[src/rtl/y_resp_serializer.sv]
// Captures wide DUT response words into a small FIFO and streams each one out
// MSB byte first over a valid/ready byte channel, with capture/drop statistics.
module y_resp_serializer #(
   parameter int W     = 242,
   parameter int DEPTH = 4
) (
   input  logic         clk,
   input  logic         rst,
   input  logic [W-1:0] y,
   input  logic         y_valid,
   output logic [7:0]   tx_data,
   output logic         tx_valid,
   input  logic         tx_ready,
   output logic         tx_last,
   output logic         overflow,
   output logic [15:0]  drop_cnt,
   output logic [15:0]  cap_cnt,
   output logic [31:0]  sig
);

   // state  | meaning
   // S_IDLE | nothing being presented; tx_ready ignored
   // S_SEND | head entry presented byte by byte, idx selects the byte

   localparam int NB    = (W + 7) / 8;
   localparam int PW    = NB * 8;
   localparam int FW    = ((W + 31) / 32) * 32;
   localparam int NS    = FW / 32;
   localparam int AW    = (DEPTH > 1) ? $clog2(DEPTH) : 1;
   localparam int CW    = AW + 1;
   localparam int IW    = (NB > 1) ? $clog2(NB) : 1;
   localparam int NBSEL = 2 ** IW;

   localparam logic [IW-1:0] LAST_IDX = IW'(NB - 1);
   localparam logic [CW-1:0] FULL_CNT = CW'(DEPTH);

   typedef enum logic {
      S_IDLE = 1'b0,
      S_SEND = 1'b1
   } state_t;

   state_t         state_q, state_d;
   logic [IW-1:0]  idx_q, idx_d;
   logic [AW-1:0]  wr_ptr_q, wr_ptr_d;
   logic [AW-1:0]  rd_ptr_q, rd_ptr_d;
   logic [CW-1:0]  count_q, count_d;
   logic           overflow_q, overflow_d;
   logic [15:0]    drop_cnt_q, drop_cnt_d;
   logic [15:0]    cap_cnt_q, cap_cnt_d;
   logic [31:0]    sig_q, sig_d;
   logic [PW-1:0]  mem_q [DEPTH];

   logic           full;
   logic           last_byte;
   logic           hs;
   logic           pop;
   logic           accept;
   logic           drop;
   logic [PW-1:0]  p_word;
   logic [PW-1:0]  head;
   logic [31:0]    fold;
   logic [7:0]     head_bytes [NBSEL];

   function automatic logic [31:0] fold_word(input logic [W-1:0] v);
      logic [FW-1:0] e;
      logic [31:0]   f;
      e = FW'(v);
      f = 32'h0;
      for (int i = 0; i < NS; i++) begin
         f = f ^ e[i*32 +: 32];
      end
      return f;
   endfunction

   assign p_word    = PW'(y);
   assign fold      = fold_word(y);
   assign full      = (count_q == FULL_CNT);
   assign last_byte = (idx_q == LAST_IDX);
   assign hs        = (state_q == S_SEND) && tx_ready;
   assign pop       = hs && last_byte;
   // A pop on the same edge frees the slot, so a full FIFO may still accept.
   assign accept    = y_valid && (!full || pop);
   assign drop      = y_valid && !accept;
   assign head      = mem_q[rd_ptr_q];

   for (genvar g = 0; g < NBSEL; g++) begin : g_bytes
      if (g < NB) begin : g_real
         assign head_bytes[g] = head[PW-8-8*g +: 8];
      end else begin : g_pad
         assign head_bytes[g] = 8'h00;
      end
   end

   always_comb begin
      wr_ptr_d   = wr_ptr_q;
      rd_ptr_d   = rd_ptr_q;
      count_d    = count_q;
      overflow_d = overflow_q;
      drop_cnt_d = drop_cnt_q;
      cap_cnt_d  = cap_cnt_q;
      sig_d      = sig_q;
      if (accept) begin
         wr_ptr_d  = wr_ptr_q + AW'(1);
         cap_cnt_d = cap_cnt_q + 16'd1;
         sig_d     = {sig_q[30:0], sig_q[31]} ^ fold;
      end
      if (pop) begin
         rd_ptr_d = rd_ptr_q + AW'(1);
      end
      case ({accept, pop})
         2'b10:   count_d = count_q + CW'(1);
         2'b01:   count_d = count_q - CW'(1);
         default: count_d = count_q;
      endcase
      if (drop) begin
         overflow_d = 1'b1;
         if (drop_cnt_q != 16'hFFFF) begin
            drop_cnt_d = drop_cnt_q + 16'd1;
         end
      end
   end

   always_comb begin
      state_d = state_q;
      idx_d   = idx_q;
      case (state_q)
         S_IDLE: begin
            if (count_q != '0) begin
               state_d = S_SEND;
               idx_d   = '0;
            end
         end
         S_SEND: begin
            if (hs) begin
               if (last_byte) begin
                  idx_d   = '0;
                  state_d = (count_d != '0) ? S_SEND : S_IDLE;
               end else begin
                  idx_d = idx_q + IW'(1);
               end
            end
         end
         default: begin
            state_d = S_IDLE;
            idx_d   = '0;
         end
      endcase
   end

   always_comb begin
      tx_valid = (state_q == S_SEND);
      tx_last  = tx_valid && last_byte;
      tx_data  = tx_valid ? head_bytes[idx_q] : 8'h00;
   end

   assign overflow = overflow_q;
   assign drop_cnt = drop_cnt_q;
   assign cap_cnt  = cap_cnt_q;
   assign sig      = sig_q;

   always_ff @(posedge clk) begin
      if (rst) begin
         state_q    <= S_IDLE;
         idx_q      <= '0;
         wr_ptr_q   <= '0;
         rd_ptr_q   <= '0;
         count_q    <= '0;
         overflow_q <= 1'b0;
         drop_cnt_q <= 16'h0;
         cap_cnt_q  <= 16'h0;
         sig_q      <= 32'h0;
      end else begin
         state_q    <= state_d;
         idx_q      <= idx_d;
         wr_ptr_q   <= wr_ptr_d;
         rd_ptr_q   <= rd_ptr_d;
         count_q    <= count_d;
         overflow_q <= overflow_d;
         drop_cnt_q <= drop_cnt_d;
         cap_cnt_q  <= cap_cnt_d;
         sig_q      <= sig_d;
      end
   end

   // Payload storage needs no reset; pointers and count define what is valid.
   always_ff @(posedge clk) begin
      if (accept) begin
         mem_q[wr_ptr_q] <= p_word;
      end
   end

endmodule

[config.mk]
export PLATFORM = sky130hd
export DESIGN_NAME = y_resp_serializer
export DESIGN_NICKNAME = d
export VERILOG_FILES = /design/src/rtl/y_resp_serializer.sv
export SDC_FILE = /design/constraint.sdc
export NUM_CORES = 1
export LEC_CHECK = 0
export ABC_CLOCK_PERIOD_IN_PS = 10600
export CORE_UTILIZATION = 29
export DETAILED_ROUTE_END_ITERATION = 8
export GPL_ROUTABILITY_DRIVEN = 0
export GPL_TIMING_DRIVEN = 0
export PLACE_DENSITY = 0.56
export SYNTH_ARGS = -nofsm -noshare
export SYNTH_HDL_FRONTEND = slang
export SYNTH_SLANG_ARGS = --single-unit
[constraint.sdc]
create_clock -name clk -period 10.6 [get_ports clk]
set_clock_uncertainty 0.05 [all_clocks]
set_input_delay 3.18 -clock clk [delete_from_list [all_inputs] [get_ports clk]]
set_output_delay 3.18 -clock clk [all_outputs]
set_load 0.01 [all_outputs]
==> results of run 1 <==
-- flip-flops by register name, indices dropped and copies added (netlist names), 2 cells and up, named ones only --
register / flops
mem_q: 968
sig: 32
cap_cnt: 16
drop_cnt: 16
idx_q: 5
count_q: 3
rd_ptr_q: 2
wr_ptr_q: 2
-- layer usage --
metal / routed length [µm] / vias to the layer above / global-route usage [%]
li1: - / 10162 / -
met1: 60100 / 12726 / 26.6
met2: 70900 / 1234 / 32.1
met3: 15900 / 235 / 6.10
met4: 3590 / 36 / 4.57
met5: 212 / - / 0
-- Yosys cell counts (3+ instances only) --
| cell | instances | share of area, % |
|---|---|---|
| a2111oi_0 | 6 | 0.12 |
| a211o_1 | 7 | 0.14 |
| a211oi_1 | 35 | 0.62 |
| a21oi_1 | 61 | 0.72 |
| a221oi_1 | 5 | 0.10 |
| a22o_1 | 12 | 0.25 |
| a22oi_1 | 34 | 0.60 |
| and2_1 | 10 | 0.15 |
| and3_1 | 4 | 0.059 |
| buf_1 | 7 | 0.062 |
| buf_2 | 35 | 0.41 |
| buf_4 | 6 | 0.11 |
| buf_6 | 18 | 0.48 |
| buf_8 | 4 | 0.14 |
| clkbuf_1 | 46 | 0.41 |
| dfxtp_1 | 80 | 3.8 |
| edfxtp_1 | 968 | 68 |
| ha_1 | 8 | 0.24 |
| inv_1 | 13 | 0.11 |
| mux2_1 | 4 | 0.11 |
| mux2_2 | 11 | 0.29 |
| mux2i_1 | 117 | 2.8 |
| mux4_2 | 183 | 9.7 |
| nand2_1 | 88 | 0.78 |
| nand3_1 | 21 | 0.25 |
| nand3b_1 | 7 | 0.12 |
| nand4_1 | 9 | 0.13 |
| nor2_1 | 70 | 0.62 |
| nor2b_1 | 4 | 0.059 |
| nor3_1 | 17 | 0.20 |
| nor3b_1 | 3 | 0.053 |
| nor4_1 | 9 | 0.13 |
| o2111ai_1 | 5 | 0.10 |
| o211ai_1 | 3 | 0.053 |
| o21ai_0 | 17 | 0.20 |
| o21ai_1 | 4 | 0.047 |
| o221ai_1 | 17 | 0.35 |
| o22a_1 | 3 | 0.062 |
| o22ai_1 | 24 | 0.35 |
| o311a_1 | 4 | 0.094 |
| o311ai_1 | 3 | 0.062 |
| o31ai_1 | 4 | 0.071 |
| or3_1 | 7 | 0.10 |
| xnor2_1 | 221 | 4.6 |
| xor2_1 | 53 | 1.1 |
-- how the worst max path moves through the flow --
stage,slack [ns],start,to
after detailed placement,2.07,tx_ready,mem_q[1][164]$_DFFE_PP_
after global routing,1.56,idx_q[1]$_SDFFE_PP0P_,tx_data[7]
after floorplan,2.73,tx_ready,mem_q[0][0]$_DFFE_PP_
final,1.63,idx_q[1]$_SDFFE_PP0P_,tx_data[7]
after CTS,1.73,idx_q[1]$_SDFFE_PP0P_,tx_data[7]
after global placement,-2.14,tx_ready,mem_q[1][130]$_DFFE_PP_
-- worst min-delay path, stage by stage, from the launching register on --
cell     delay (ns)
dfxtp_1        0.33
inv_1          0.05
a21oi_1        0.05
-- placed cells by master (no fill, tap or decap), drive strengths merged, types with 5 or more instances in the layout --
cell and n:
o2111ai 5, bufinv 9, a2111oi 6, xnor2 221, a221oi 5, nor4 9
dfxtp 80, a211oi 35, clkinv 33, nand3 21, mux2i 117, edfxtp 968
mux4 183, clkbuf 199, nor2 71, nand2 88, inv 17, a211o 7
a22oi 34, xor2 53, mux2 15, a22o 12, nand4 9, diode 12
o21ai 21, clkdlybuf4s50 319, and2 10, ha 8, o221ai 17, o22ai 24
nand3b 7, a21oi 61, or3 7, nor3 17, buf 92
-- layout make-up --
| class | count | area [µm²] | area share [%] |
|---|---|---|---|
| Antenna cell | 12 | 30.0 | 0.0574 |
| Buffer | 117 | 706 | 1.35 |
| Clock buffer | 153 | 3050 | 5.84 |
| Clock inverter | 49 | 546 | 1.04 |
| Inverter | 14 | 52.6 | 0.100 |
| Multi-Input combinational cell | 1128 | 11100 | 21.2 |
| Sequential cell | 1048 | 30700 | 58.6 |
| Tap cell | 1917 | 2400 | 4.59 |
| Timing Repair Buffer | 340 | 3740 | 7.15 |
-- logic make-up after synthesis --
| kind of cell | Yosys count | synth area share, % |
|---|---|---|
| buf+inv | 131 | 1.77 |
| compound gates | 267 | 4.42 |
| mux | 315 | 12.8 |
| fa+ha+maj | 9 | 0.283 |
| xor+xnor | 274 | 5.64 |
| simple gates | 263 | 2.90 |
| flops | 1048 | 72.1 |
-- metrics by stage --
stage	instances	util [%]	setup WS [ns]	area (µm²)
CTS	4766	35.9	1.73	52300
global placement	4543	33.1	-2.14	48100
finish	4778	35.9	1.63	52300
floorplan	2307	-	2.73	42500
global route	4768	35.9	1.56	52300
detailed placement	4564	33.4	2.07	48700
-- power by group through the flow --
stage	logic (µW)	clock network (µW)	registers [µW]
after detailed placement	961	0	4900
after global routing	1010	4080	4820
after CTS	967	3920	4810
after floorplan	424	0	4900
after global placement	927	0	4940
final	961	3860	4810
==> flow_summary.ini, run 1 <==
[clock_network]
post_cts_buffers = 0
worstSkewPairLatency_ns = 0.72
cts_num_sinks = 1048
clock_path_buffers = 3
cts_tree = done
cts-root-buf = clkbuf_16
cts_made_buffers = 109
hold_buffers = 0
cts.clk_slew.worst_paths_ns = 0.07
ctsResizeCount = 0
h-tree-depth = 3

[sta]
hold_ws_ns = 0.423
fin_crit_sh_pct = 84.6
fin_tns_setup_ns = 0
fmax_mhz = 111
period_needed_ns = 8.97
worst_pin_slew_ns = 1.50
max_slew_margin_pct = -0.0964
finalSetupViolCount = 0
slew_violations = 11
rsz0062_at_grt = false
hold_viol = 0

[die]
initial_core_util_pct = 29.2
io_pins = 321
rows = 140
die_y_um = 385
dieArea_mm2 = 0.148
die_width_um = 385
fp.coreArea_mm2 = 0.146

[yosys]
async_reset_ff_share_pct = 0
synth_edf_count = 968
yosys_warnings = 0
synth-seq-cells = 1048
ys.flop_type = edfxtp_1
ys_seq_area_share_pct = 72.1
syn-cell-area_mm2 = 0.0425
ys_types = 74
syn_inst = 2307
syn-mean-instance-area_um2 = 18.4
syn_nets = 2562

[routing]
drc = 0
wl_per_cell_um = 31.5
via_per_inst = 5.11
drtAntennaViolNets = 0
first_iter_violations = 3099
firstDrtPassIters = 5
drt_wl_total_um = 151000
dr_total_vias = 24393

[power]
vdd_drop_max_v = 0.000122
p_per_area_mw_per_mm2 = 184
p_sw_uw = 2280
p_leak_uw = 0.0160
clkPwrFrac_pct = 40.1
p_seq_share_pct = 49.9
intPower_uw = 7350
p_comb_share_pct = 10.0
swShare_pct = 23.7
power.total_uw = 9630

[global_route]
grt_pass1_vias = 23722
gr-usage-all-layers_pct = 20.0
overflow = 0
antenna_found_initial = 52
grt_max_degree = 55
grt_pass1_wl_um = 201000

[critical_path]
cp.arrival_ns = 5.74
rr_startpoint = idx_q[0]$_SDFFE_PP0P_
slowest_delay_ns = 1.07
slowest_stage = buf_1
start_kind = flip-flop
path_delay_family = buffers and inverters
crit_type = flip-flop to primary output
path_cells = buf_2 > and2_1 > clkbuf_1 > buf_1 > a22oi_1 > a21oi_1 > nor2_1 > a311oi_1 > clkdlybuf4s50_1
path_depth = 9
r2r_slack_ns = 4.02
worstPathRequired_ns = 7.37
path_buf_inv = 4
worstRegToRegCells = 13
cp-end-kind = primary output
crit_path_max_fanout = 10
r2r-end = mem_q[1][164]$_DFFE_PP_

[flow_run]
drv_cap = 1

[status]
status = finished with violations
violations = max-capacitance violations, max-slew violations

[hold_path]
min_from = overflow$_SDFFE_PP0P_
hp-class = flip-flop to flip-flop
min_to = overflow$_SDFFE_PP0P_
hold_depth = 2

[placed_design]
portBuffers = 319
place_hpwl_um = 106000

[final_layout]
nFillCells = 13602
fin_nets = 3013
areaGrowthSynthToFinish_pct = 23.0
drive_above_1_share_pct = 15.6
No activity file was read; power rests on OpenSTA's default activity.
==> inputs of run 2 (changes only) <==
--- a/config.mk
+++ b/config.mk
@@ -5,12 +5,12 @@
 export SDC_FILE = /design/constraint.sdc
 export NUM_CORES = 1
 export LEC_CHECK = 0
-export ABC_CLOCK_PERIOD_IN_PS = 10600
+export ABC_CLOCK_PERIOD_IN_PS = 9100
 export CORE_UTILIZATION = 29
 export DETAILED_ROUTE_END_ITERATION = 8
 export GPL_ROUTABILITY_DRIVEN = 0
 export GPL_TIMING_DRIVEN = 0
-export PLACE_DENSITY = 0.56
+export PLACE_DENSITY = 0.54
 export SYNTH_ARGS = -nofsm -noshare
 export SYNTH_HDL_FRONTEND = slang
 export SYNTH_SLANG_ARGS = --single-unit
==> constraint.sdc (replaced) <==
create_clock -name clk -period 9.1 [get_ports clk]
set_clock_uncertainty 0.05 [all_clocks]
set_input_delay 2.73 -clock clk [delete_from_list [all_inputs] [get_ports clk]]
set_output_delay 2.73 -clock clk [all_outputs]
set_load 0.01 [all_outputs]
==> run 2 against run 1 <==
Net effect:
- the flow still finishes with violations (max-capacitance violations, max-slew violations)
- clock power is 15% higher
- non-clock buffer count did not move
- cell count increased by 0.25%
- flip-flop and latch count unchanged
- worst setup slack lost 1.3 ns
- die area did not move
- critical path type unchanged
==> flow_summary.ini, run 2 (same netlist as run 1, synthesis figures left out) <==
[power]
p_leak_uw = 0.0160
power.total_uw = 11100
p_per_area_mw_per_mm2 = 213
vdd_drop_max_v = 0.000144

[routing]
first_iter_violations = 2958
firstDrtPassIters = 6
drc = 0
dr_total_vias = 24437
via_per_inst = 5.10
wl_per_cell_um = 31.6
drtAntennaViolNets = 0
drt_wl_total_um = 151000

[global_route]
antenna_found_initial = 57
grt_pass1_wl_um = 202000
overflow = 0
grt_max_degree = 53
grt_pass1_vias = 23815
gr-usage-all-layers_pct = 20.1

[sta]
worst_pin_slew_ns = 1.51
max_slew_margin_pct = -0.651
fin_tns_setup_ns = 0
slew_violations = 9
fmax_mhz = 114
finalSetupViolCount = 0
period_needed_ns = 8.74
rsz0062_at_grt = false
hold_viol = 0
hold_ws_ns = 0.421
fin_crit_sh_pct = 96.1

[clock_network]
cts_num_sinks = 1048
cts.clk_slew.worst_paths_ns = 0.06
hold_buffers = 0
cts-root-buf = clkbuf_16
worstSkewPairLatency_ns = 0.74
post_cts_buffers = 0
cts_tree = done
clock_path_buffers = 3
ctsResizeCount = 0
h-tree-depth = 3
cts_made_buffers = 111

[flow_run]
drv_cap = 1

[die]
fp.coreArea_mm2 = 0.146
die_y_um = 385
dieArea_mm2 = 0.148
rows = 140
initial_core_util_pct = 29.2
io_pins = 321
die_width_um = 385

[placed_design]
portBuffers = 319
place_hpwl_um = 106000

[status]
status = finished with violations
violations = max-capacitance violations, max-slew violations

[final_layout]
fin_util_pct = 35.9
largest_reg_flops = 968
top_register = mem_q
final_common_cell = edfxtp_1
drive_above_1_share_pct = 15.3
final_cell_mix = 968 x edfxtp_1, 319 x clkdlybuf4s50_1, 221 x xnor2_1
fin_nets = 3015
areaGrowthSynthToFinish_pct = 22.9

[critical_path]
cp.arrival_ns = 5.96
start_kind = flip-flop
cp-end-kind = primary output
crit_path_max_fanout = 10
crit_type = flip-flop to primary output
worstPathRequired_ns = 6.32

[hold_path]
hp-class = flip-flop to flip-flop
[run 2: changes by cell type in the layout (fill, tap and decap cells not counted), sizes merged]
cell and change:
inv +1, bufinv -4, clkinvlp -4, clkbuf +9, diode +7, clkinv +3
[run 2: final cells by class]
class,instances,area [µm²]
diodes,19,47.5
plain buffers,117,702
clock buffers,162,3130
clock inverters,45,389
fillers,13629,93300
inverters,14,52.6
multi-input cells,1128,11100
flip-flops and latches,1048,30700
well taps,1917,2400
repair buffers,340,3750
[run 2: stage by stage]
step                      std cells  instance area [µm²]  worst slack (ns)
final                          4790                52200             0.358
after floorplan                2307                42500              1.68
after detailed placement       4563                48700              1.23
after global placement         4543                48100             -2.54
after global routing           4772                52200             0.175
after CTS                      4770                52200             0.477
[run 2: power breakdown]
part | switching (µW) | internal, µW | total (µW)
Combinational | 660 | 450 | 1110
Clock | 1920 | 2520 | 4440
Sequential | 86.2 | 5520 | 5600
Total | 2660 | 8490 | 11100
[run 2: final timing paths]
check / cells after the start / endpoint / slack (ns) / from
worst min register to register: 2 / overflow$_SDFFE_PP0P_ / 0.42 / overflow$_SDFFE_PP0P_
worst max-delay path: 9 / tx_data[3] / 0.36 / idx_q[1]$_SDFFE_PP0P_
worst max register to register: 13 / mem_q[2][125]$_DFFE_PP_ / 3.05 / idx_q[0]$_SDFFE_PP0P_
worst min-delay path: 2 / overflow$_SDFFE_PP0P_ / 0.42 / overflow$_SDFFE_PP0P_
[run 2: routing by layer]
layer  wire, µm  vias to the layer above  GRT usage (%)
li1           -                    10173              -
met1      58700                    12805           25.5
met2      73400                     1166           33.2
met3      15200                      233           6.09
met4       3460                       60           5.46
met5        386                        -              0
[run 2: critical path, cell delays in order (launching register included)]
cell	delay (ns)
dfxtp_1	0.39
buf_2	0.25
nor2_2	0.96
buf_2	0.52
buf_1	0.97
a22oi_1	0.22
a21oi_1	0.33
nor4_1	0.13
nor3_1	0.77
clkdlybuf4s50_1	0.68
